`config.mk`:
```
export PLATFORM = sky130hd
export DESIGN_NAME = settle_timer
export DESIGN_NICKNAME = d
export VERILOG_FILES = /design/src/rtl/gate_chk_pkg.sv /design/src/rtl/gate_vector_checker_settle_timer.sv
export SDC_FILE = /design/constraint.sdc
export NUM_CORES = 1
export LEC_CHECK = 0
export CAP_MARGIN = 0
export CORE_AREA = 8 8 45 47
export DETAILED_ROUTE_END_ITERATION = 10
export DIE_AREA = 0 0 53 55
export HOLD_SLACK_MARGIN = 0.05
export PLACE_DENSITY = 0.3
export SKIP_CTS_REPAIR_TIMING = 1
export SLEW_MARGIN = 30
export SYNTH_ARGS = -nofsm -noshare
export SYNTH_HDL_FRONTEND = slang
export SYNTH_SLANG_ARGS = --single-unit
```
`constraint.sdc`:
```
create_clock -name clk -period 1.3 [get_ports clk]
set_input_delay 0.195 -clock clk [delete_from_list [all_inputs] [get_ports clk]]
set_output_delay 0.195 -clock clk [all_outputs]
set_load 0.03 [all_outputs]
```
`src/rtl/gate_chk_pkg.sv`:
```
// Shared types and constants for the gate vector checker.
// Truth tables: bit i is the expected y for {a,b} = i.
package gate_chk_pkg;

  typedef enum logic [1:0] {
    IDLE,
    RUN,
    DONE
  } state_t;

  localparam logic [3:0] TT_AND  = 4'b1000;
  localparam logic [3:0] TT_OR   = 4'b1110;
  localparam logic [3:0] TT_NAND = 4'b0111;
  localparam logic [3:0] TT_NOR  = 4'b0001;
  localparam logic [3:0] TT_XOR  = 4'b0110;
  localparam logic [3:0] TT_XNOR = 4'b1001;

  localparam int NUM_VECTORS = 4;

  function automatic int cnt_width(input int s);
    int w;
    w = $clog2(s + 1);
    return (w < 1) ? 1 : w;
  endfunction

endpackage

```
`src/rtl/gate_vector_checker_settle_timer.sv`:
```
// Settle counter: expire pulses in the last cycle
// of each SETTLE_CYCLES-long window while enabled.
module settle_timer
  import gate_chk_pkg::*;
#(
  parameter int SETTLE_CYCLES = 10
) (
  input  logic clk,
  input  logic rst_n,
  input  logic clear,
  input  logic enable,
  output logic expire
);

  localparam int CW = cnt_width(SETTLE_CYCLES);
  localparam logic [CW-1:0] LAST =
    CW'(SETTLE_CYCLES - 1);

  logic [CW-1:0] cnt;

  assign expire = enable && (cnt == LAST);

  always_ff @(posedge clk) begin
    if (!rst_n || clear) begin
      cnt <= '0;
    end else if (expire) begin
      cnt <= '0;
    end else if (enable) begin
      cnt <= cnt + CW'(1);
    end
  end

endmodule

```
# Word level (Yosys, flattened, before mapping)
# Index checks and enable logic that the tools add are counted.
word_totals:
  reg_bits: 4
  input_bits: 4
  elab_cells: 7
classes:
  add_sub_neg: 1
  eq_ne: 1
  reduce_logical: 4
op_table:
  columns: ["op", "count"]
  rows:
  - ["$add A4 B1 Y4 const B", 1]
  - ["$eq A4 B4 Y1 const B", 1]
  - ["$reduce_or A2 Y1", 1]
  - ["$logic_and A1 B1 Y1", 1]
  - ["$logic_not A1 Y1", 1]
  - ["$logic_or A1 B1 Y1", 1]

# Longest topological paths before layout
# Gate-level depths: netlist of the first run.
depth:
  depth_word: 3
  depth_mapped: 5
  ltp_nobuf: 5

# Worst setup path before layout of the first run
# OpenSTA, ideal clock, no wires.
synth_timing:
  path_kind: "flip-flop to flip-flop"
  start: "register cnt[1]"
  end: "register cnt[1]"
  setup_ns: 0.079
  arrival_ns: 1.338
  path_slack_ns: -0.118
  stages_incl_launch_ff: 6
  path_buffers: 0
  period_less_slack_ns: 1.418
  path_cell_list: "dfxtp_1 inv_1 ha_1 and4b_4 or3b_4 a211oi_2"
synth_via:
  elab_chain_len: 3
  word_cells_on_any_way: 4
  classes_between: "1 x add/sub; 1 x eq/ne; 2 x reduce/logical"
synth_rtl:
  columns: ["item", "line", "source"]
  rows:
  - ["start, declared", "gate_vector_checker_settle_timer.sv:19", "logic [CW-1:0] cnt;"]
  - ["start signal, assigned", "gate_vector_checker_settle_timer.sv:29", "cnt <= cnt + CW'(1);"]
  - ["$eq A4 B4 Y1", "gate_vector_checker_settle_timer.sv:21", "assign expire = enable && (cnt == LAST);"]
  - ["$logic_and A1 B1 Y1", "gate_vector_checker_settle_timer.sv:21", null]
  - ["net expire", "gate_vector_checker_settle_timer.sv:12", "output logic expire"]
  - ["$reduce_or A2 Y1 (no line)", null, null]
# The timed path passes the listed nets, and every way through them passes these cells.
# A chain may end at the register's enable or synchronous reset.

# Worst setup path in the final report of the first run
layout_timing:
  start: "register cnt[1]"
  end: "register cnt[1]"
layout_via:
  elab_chain_len: 3
  word_cells_on_any_way: 4
  classes_between: "1 x add/sub; 1 x eq/ne; 2 x reduce/logical"
layout_rtl:
  columns: ["item"]
  rows:
  - ["parallel branches: the longest is 3 deep, another holds $add A4 B1 Y4"]
# Parallel ways; which one is timed is not known.

==> results of run 1 <==
[where the power goes]
part	switching, W	internal, W	leakage [nW]
Sequential	0.00000293	0.000127	0.0333
Combinational	0.0000146	0.0000236	0.0809
Clock	0.0000452	0.000103	0.0138
Total	0.0000627	0.000254	0.128
[through the flow]
stage                     utilization (%)  power, W  std cells   TNS, ns
after floorplan                         -  0.000147         19   -0.0627
after global placement               21.6  0.000169         43    -0.487
after detailed placement             21.6  0.000170         43    -0.568
after CTS                            23.2  0.000323         46   -0.0919
after global routing                 23.3  0.000336         46    -0.102
final                                23.3  0.000316         46  -0.00368
[logic make-up after synthesis]
kind of cell	synth area share [%]
DFF	40.5
xor gates and xnor gates	13.3
buffers and inverters	1.90
and+or+nand+nor	25.3
AOI/OAI and AO/OA	6.33
adders and majority gates	12.7
[layout make-up]
cell class	instances	area (um^2)	share of cell area, %
Multi-Input combinational cell	14	126	39.1
Tap cell	16	20.0	6.20
Sequential cell	4	82.6	25.6
Clock buffer	3	22.5	6.98
Inverter	1	3.75	1.16
Timing Repair Buffer	8	67.6	20.9
[path summary, 6_finish.rpt]
kind | from | to | depth (start not counted)
max reg2reg | cnt[1] | cnt[1] | 5
max | cnt[1] | cnt[1] | 5
min | cnt[3] | cnt[3] | 2
min reg2reg | cnt[3] | cnt[3] | 2
[tightest hold or removal path: stages, from the launching register on]
cell	delay (ns)
dfxtp_1	0.35
xor2_1	0.08
nor2_1	0.09
[layer usage]
| metal | global-route usage [%] | up-vias | share of wire (%) |
|---|---|---|---|
| met5 | 0 | - | 0 |
| met4 | 1.29 | 0 | 0 |
| met3 | 4.28 | 0 | 9.6 |
| met2 | 5.08 | 4 | 47 |
| met1 | 4.70 | 76 | 44 |
| li1 | - | 86 | - |
[cells in the final DEF, fill, tap and decap left out, drive strengths merged]
cell	count
dfxtp	4
clkbuf	3
inv	1
nor2	4
clkdlybuf4s50	3
nand4	1
or3b	1
xor2	2
a211oi	1
nand2	1
ha	2
buf	5
and4b	1
xnor2	1
==> impl_metrics.csv, run 1 <==
group,metric,value,unit
run_status,status,"finished with violations",
run_status,violations,"negative setup slack",
place,place_ws,-0.188,ns
setup_path,path_cells,"inv_2 -> ha_4 -> and4b_4 -> or3b_4 -> a211oi_2",
floorplanning,die_area,2920,um^2
place,portBuffers,4,
cells_and_area,num_antenna_cells,0,
cells_and_area,n_fill_cell,149,
grt,track_usage,4.15,%
yosys,synth_edf_count,0,
clock_tree,clk_path_buf_depth,2,
setup_path,cp-start-kind,"flop",
power,leakagePower,0.128,nW
clock_tree,cts-root-buf,"clkbuf_4",
cells_and_area,largest_reg_flops,4,
routing,ant_nets,0,
routing,wl_per_cell,10.6,um
setup_path,crit_buf_inv,1,
setup_path,criticalPathCategory,"reg2reg",
floorplanning,die_h,55,um
setup_path,reg2reg_slack,-0.004,ns
yosys,yosys-top-cells-area,"dfxtp_1 (41%), ha_1 (13%), xor2_1 (8.9%), nor2_1 (7.6%), and4b_4 (7.0%)",
routing,drt-pass1-iter-count,4,
floorplanning,ios,5,
grt,grt_max_degree,6,
yosys,ys.warnings.count,0,
cells_and_area,design_area,323,um^2
timing,rsz0062_at_grt,"yes",
setup_path,crit_path_max_fanout,4,
timing,tightestPinTransition,0.138,ns
yosys,synthCells,19,
floorplanning,start_util,14.3,%
place,routabilityCongestion,0.723,
yosys,synth-async-reset-ratio,0,%
routing,viasPerCell,3.61,
yosys,synth_nets,25,
clock_tree,cts_buffers,3,
timing,slew_violations,0,
yosys,ys_seq_area_share,40.5,%
setup_path,cpPeakStageDelay,0.39,ns
cells_and_area,drive_above_1_share,50.0,%
timing,layout_setup_ws,-0.00368,ns
cells_and_area,nets,38,
routing,num_vias,166,
yosys,synth_area_leader_cell,"dfxtp_1",
clock_tree,clock_latency,0.23,ns
timing,skew,0.00384,ns
yosys,syn-cell-area,198,um^2
floorplanning,rows,14,
setup_path,cp_top_family,"simple AND/OR/NAND/NOR gates",
grt,antenna_found_initial,0,
run,max_cap_viol_count,0,
routing,wirelength,489,um
floorplanning,die_w,53,um
floorplanning,core_area,1380,um^2
routing,drc_errors,0,
setup_path,worstPathArrival,1.45,ns
timing,hold_viol,0,
cells_and_area,area_growth,63.3,%
grt,grt_overflow,0,
setup_path,cpMaxStageDelayCell,"or3b_4",
timing,period_needed,1.30,ns
timing,finalCritPeriodShare,100,%
power,ir_worst_vdd,0.692,mV
hold_path,min_path_type,"reg2reg",
clock_tree,cts_tree,"done",
grt,first_global_vias,178,
setup_path,worstPathRequired,1.45,ns
yosys,synth-seq-cells,4,
power,powerDensity,980,nW/um^2
cells_and_area,regMostFlops,"cnt",
clock_tree,htree_levels,1,
routing,drtIter0Drc,1,
cells_and_area,top_regs,"cnt: 4 flops",
clock_tree,clk_pin_slew,0.04,ns
timing,timing.hold.ws,0.552,ns
yosys,avgSynthCellArea,10.4,um^2
yosys,synth_flop_cell,"dfxtp_1",
timing,setup_viol,1,
timing,slew_headroom,90.7,%
clock_tree,cts.sinks,4,
grt,grt_pass1_wl,786,um
setup_path,end_kind,"flop",
yosys,synth.distinct_cells,11,
timing,max_freq,767,MHz
yosys,synth_top_area_share,40.5,%
yosys,synth_common_cells,"dfxtp_1 (4), nor2_1 (4), ha_1 (2), xor2_1 (2)",
place,place_area,299,um^2
No activity file was read; power rests on OpenSTA's default activity.
==> run 2: changes to the inputs <==
- clock period: 1.3 -> 1 ns (I/O delays scaled with it)
==> impl_metrics.csv, run 2 (synthesized netlist as in run 1, its figures left out) <==
group,metric,value,unit
run_status,status,"finished with violations",
run_status,violations,"negative setup slack",
setup_path,cpMaxStageDelayCell,"or3b_4",
cells_and_area,final-instance-count-excl-fill,46,
cells_and_area,largest_reg_flops,4,
cells_and_area,design_area,323,um^2
routing,drtIter0Drc,3,
hold_path,holdPathEnd,"cnt[3]",
power,leakagePower,0.128,nW
grt,grt_pass1_wl,779,um
cells_and_area,area_growth,63.3,%
cells_and_area,drive_above_1_share,50.0,%
clock_tree,cts_tree,"done",
clock_tree,htree_levels,1,
floorplanning,die_h,55,um
timing,rsz0062_at_grt,"yes",
grt,antenna_found_initial,0,
routing,num_vias,169,
setup_path,crit_buf_inv,1,
power,p_seq_share,40.3,%
setup_path,cpPeakStageDelay,0.40,ns
setup_path,reg2reg_from,"cnt[1]",
grt,grt_overflow,0,
cells_and_area,final_cell_mix,"buf_4 (5), nor2_1 (4), clkbuf_4 (3), clkdlybuf4s50_1 (3)",
routing,wl_per_cell,9.80,um
power,power.switching,0.0000890,W
cells_and_area,utilization,23.3,%
hold_path,min_delay_path_depth,2,
setup_path,cp_top_family,"simple AND/OR/NAND/NOR gates",
place,place_area,299,um^2
place,dpl.cell_count,43,
setup_path,path_cells,"inv_2 -> ha_4 -> and4b_4 -> or3b_4 -> a211oi_2",
floorplanning,ios,5,
setup_path,reg2reg_slack,-0.31,ns
setup_path,worstReg2RegEnd,"cnt[1]",
timing,setup_viol,5,
hold_path,hold_start,"cnt[3]",
power,netSwitchingFraction,21.3,%
cells_and_area,seqCellArea,82.6,um^2
floorplanning,core_area,1380,um^2
power,pwr-share-comb,11.3,%
routing,drt-pass1-iter-count,2,
timing,timing.hold.ws,0.552,ns
floorplanning,die_w,53,um
timing,hold_viol,0,
grt,grt_max_degree,6,
clock_tree,cts.sinks,4,
floorplanning,start_util,14.3,%
routing,wirelength,451,um
cells_and_area,final_common_cell,"buf_4",
timing,slew_headroom,90.9,%
power,ir_worst_vdd,0.704,mV
floorplanning,die_area,2920,um^2
hold_path,min_path_type,"reg2reg",
clock_tree,clock_latency,0.24,ns
setup_path,criticalPathCategory,"reg2reg",
run,max_cap_viol_count,0,
timing,layout_setup_ws,-0.313,ns
cells_and_area,nets,38,
setup_path,rr_worst_depth,5,
cells_and_area,num_antenna_cells,0,
timing,skew,0.00490,ns
grt,first_global_vias,182,
setup_path,worstPathRequired,1.16,ns
timing,finalCritPeriodShare,131,%
cells_and_area,regMostFlops,"cnt",
setup_path,cp-start-kind,"flop",
clock_tree,clk_pin_slew,0.04,ns
place,routabilityCongestion,0.724,
routing,drc_errors,0,
power,intPower,0.000329,W
clock_tree,clk_path_buf_depth,2,
setup_path,end_kind,"flop",
floorplanning,rows,14,
clock_tree,cts_buffers,3,
place,hpwl,370,um
cells_and_area,n_fill_cell,148,
setup_path,crit_path_max_fanout,4,
routing,viasPerCell,3.67,
cells_and_area,top_regs,"cnt: 4 flops",
clock_tree,cts-root-buf,"clkbuf_4",
routing,ant_nets,0,
power,powerDensity,1300,nW/um^2
cells_and_area,multi_input_area,126,um^2
place,portBuffers,4,
timing,max_freq,762,MHz
place,place_ws,-0.429,ns
timing,slew_violations,0,
grt,track_usage,4.15,%
power,p_clk_share,48.4,%
timing,tightestPinTransition,0.136,ns
setup_path,worstPathArrival,1.47,ns
timing,period_needed,1.31,ns
[run 2: worst max-delay path by stage]
stage                       from     end  slack (ns)  cells after the start
final                     cnt[1]  cnt[1]       -0.31                      5
after global routing      cnt[1]  cnt[1]       -0.36                      5
after detailed placement  enable  cnt[1]       -0.43                      4
after CTS                 cnt[1]  cnt[1]       -0.34                      5
after floorplan           cnt[1]  cnt[1]       -0.36                      5
after global placement    enable  cnt[1]       -0.43                      4
[run 2: area by class of cell]
class	count	area share (%)
timing repair buffer	8	20.9
inverter	1	1.16
multi-input combinational	14	39.1
sequential	4	25.6
clock buffer	3	6.98
tap	16	6.20
[run 2: through the flow]
step                      total power, W  TNS (ns)
after detailed placement        0.000218     -1.70
after global placement          0.000219     -1.68
after global routing            0.000445     -1.56
final                           0.000418     -1.32
after floorplan                 0.000191     -1.24
after CTS                       0.000425     -1.49
[run 2: tightest hold or removal path, cell delays in order, from the launching register on]
cell,delay [ns]
dfxtp_1,0.36
xor2_1,0.08
nor2_1,0.07
[run 2: layer usage]
layer | up-vias | part of all wire [%] | global-route usage (%)
li1 | 88 | - | -
met1 | 75 | 46 | 4.41
met2 | 4 | 41 | 4.30
met3 | 2 | 8.0 | 3.48
met4 | 0 | 4.2 | 5.17
met5 | - | 0 | 0
[run 2: power groups by stage]
stage | registers (W) | clock network, W | logic, W
after CTS | 0.000168 | 0.000209 | 0.0000479
after detailed placement | 0.000171 | 0 | 0.0000475
after floorplan | 0.000172 | 0 | 0.0000195
final | 0.000169 | 0.000202 | 0.0000472
after global placement | 0.000171 | 0 | 0.0000479
after global routing | 0.000169 | 0.000225 | 0.0000517
==> run 3: changes to the inputs <==
- SKIP_CTS_REPAIR_TIMING: 1 -> default
==> impl_metrics.csv, run 3 (synthesized netlist as in run 1, its figures left out) <==
group,metric,value,unit
place,portBuffers,4,
power,p_clk_share,48.4,%
timing,skew,0.00490,ns
floorplanning,core_area,1380,um^2
cells_and_area,area_growth,63.3,%
floorplanning,die_area,2920,um^2
floorplanning,ios,5,
timing,slew_violations,0,
timing,setup_viol,5,
timing,hold_viol,0,
timing,slew_headroom,90.9,%
setup_path,end_kind,"flop",
grt,grt_pass1_wl,765,um
routing,drt-pass1-iter-count,2,
setup_path,worstPathArrival,1.47,ns
timing,rsz0062_at_grt,"yes",
cells_and_area,largest_reg_flops,4,
grt,first_global_vias,176,
routing,ant_nets,0,
cells_and_area,utilization,23.3,%
routing,viasPerCell,3.67,
timing,period_needed,1.31,ns
routing,drc_errors,0,
floorplanning,die_w,53,um
grt,track_usage,4.10,%
clock_tree,cts_buffers,3,
power,p_seq_share,40.3,%
power,ir_worst_vdd,0.704,mV
power,powerDensity,1300,nW/um^2
power,netSwitchingFraction,21.3,%
cells_and_area,regMostFlops,"cnt",
cells_and_area,nets,38,
setup_path,cp-start-kind,"flop",
routing,drtIter0Drc,3,
timing,max_freq,762,MHz
power,leakagePower,0.128,nW
grt,grt_overflow,0,
run_status,violations,"negative setup slack",
timing,layout_setup_ws,-0.313,ns
timing,tns,-1.34,ns
clock_tree,cts.sinks,4,
clock_tree,clk_pin_slew,0.04,ns
power,pwr-share-comb,11.3,%
routing,num_vias,169,
routing,wirelength,451,um
run_status,status,"finished with violations",
setup_path,crit_path_max_fanout,4,
power,intPower,0.000329,W
clock_tree,cts_tree,"done",
floorplanning,start_util,14.3,%
timing,tightestPinTransition,0.136,ns
setup_path,worstPathRequired,1.16,ns
run,max_cap_viol_count,0,
grt,antenna_found_initial,0,
setup_path,criticalPathCategory,"reg2reg",
power,power.switching,0.0000890,W
routing,wl_per_cell,9.80,um
clock_tree,clock_latency,0.24,ns
grt,grt_max_degree,6,
cells_and_area,top_regs,"cnt: 4 flops",
clock_tree,clk_path_buf_depth,2,
clock_tree,cts-root-buf,"clkbuf_4",
floorplanning,rows,14,
place,routabilityCongestion,0.724,
place,hpwl,370,um
timing,finalCritPeriodShare,131,%
clock_tree,cts_setup_buffers,0,
clock_tree,htree_levels,1,
cells_and_area,final_common_cell,"buf_4",
floorplanning,die_h,55,um
hold_path,min_path_type,"reg2reg",
clock_tree,postCtsHoldBufs,0,
cells_and_area,num_antenna_cells,0,
cells_and_area,drive_above_1_share,50.0,%
cells_and_area,final_cell_mix,"buf_4 (5), nor2_1 (4), clkbuf_4 (3), clkdlybuf4s50_1 (3)",
-- run 3: final timing paths --
kind	cells after the start	start	to	slack, ns
worst max-delay path	5	cnt[1]	cnt[1]	-0.31
worst min-delay path	2	cnt[3]	cnt[3]	0.55
worst max register to register	5	cnt[1]	cnt[1]	-0.31
worst min register to register	2	cnt[3]	cnt[3]	0.55
-- run 3: stage by stage --
stage / power (W) / hold WS (ns) / instance area (um^2) / setup slack, ns / instances
2_1_floorplan: 0.000191 / 0.228 / 211 / -0.363 / 19
3_3_place_gp: 0.000219 / 0.534 / 299 / -0.428 / 43
3_5_place_dp: 0.000218 / 0.563 / 299 / -0.429 / 43
4_1_cts: 0.000426 / 0.571 / 323 / -0.322 / 46
5_1_grt: 0.000445 / 0.581 / 323 / -0.361 / 46
6_report: 0.000418 / 0.552 / 323 / -0.313 / 46
-- run 3: worst max-delay path: stages, from the launching register on --
cell and delay [ns]:
dfxtp_2 0.32, inv_2 0.04, ha_4 0.14, and4b_4 0.19, or3b_4 0.40, a211oi_2 0.14
-- run 3: layer usage --
metal / vias up / global-route usage (%) / wire length [um]
li1: 88 / - / -
met2: 4 / 4.30 / 186
met4: 0 / 5.17 / 19
met1: 75 / 4.26 / 209
met3: 2 / 3.48 / 36
met5: - / 0 / 0
-- run 3: cell type report --
class	instances	area, um^2
fillers	148	1060
multi-input cells	14	126
flip-flops and latches	4	82.6
repair buffers	8	67.6
clock buffers	3	22.5
well taps	16	20.0
inverters	1	3.75
-- run 3: power by group through the flow --
stage / registers [W] / logic [W] / clock network, W
final: 0.000169 / 0.0000473 / 0.000202
after global routing: 0.000169 / 0.0000517 / 0.000225
after CTS: 0.000169 / 0.0000480 / 0.000209
after detailed placement: 0.000171 / 0.0000475 / 0
after global placement: 0.000171 / 0.0000479 / 0
after floorplan: 0.000172 / 0.0000195 / 0
-- run 3: what timing repair did --
action | in CTS | in global routing
pin swaps | 2 | 1
resized for setup | 1 | 0
endpoints found under the setup margin | 5 | 5
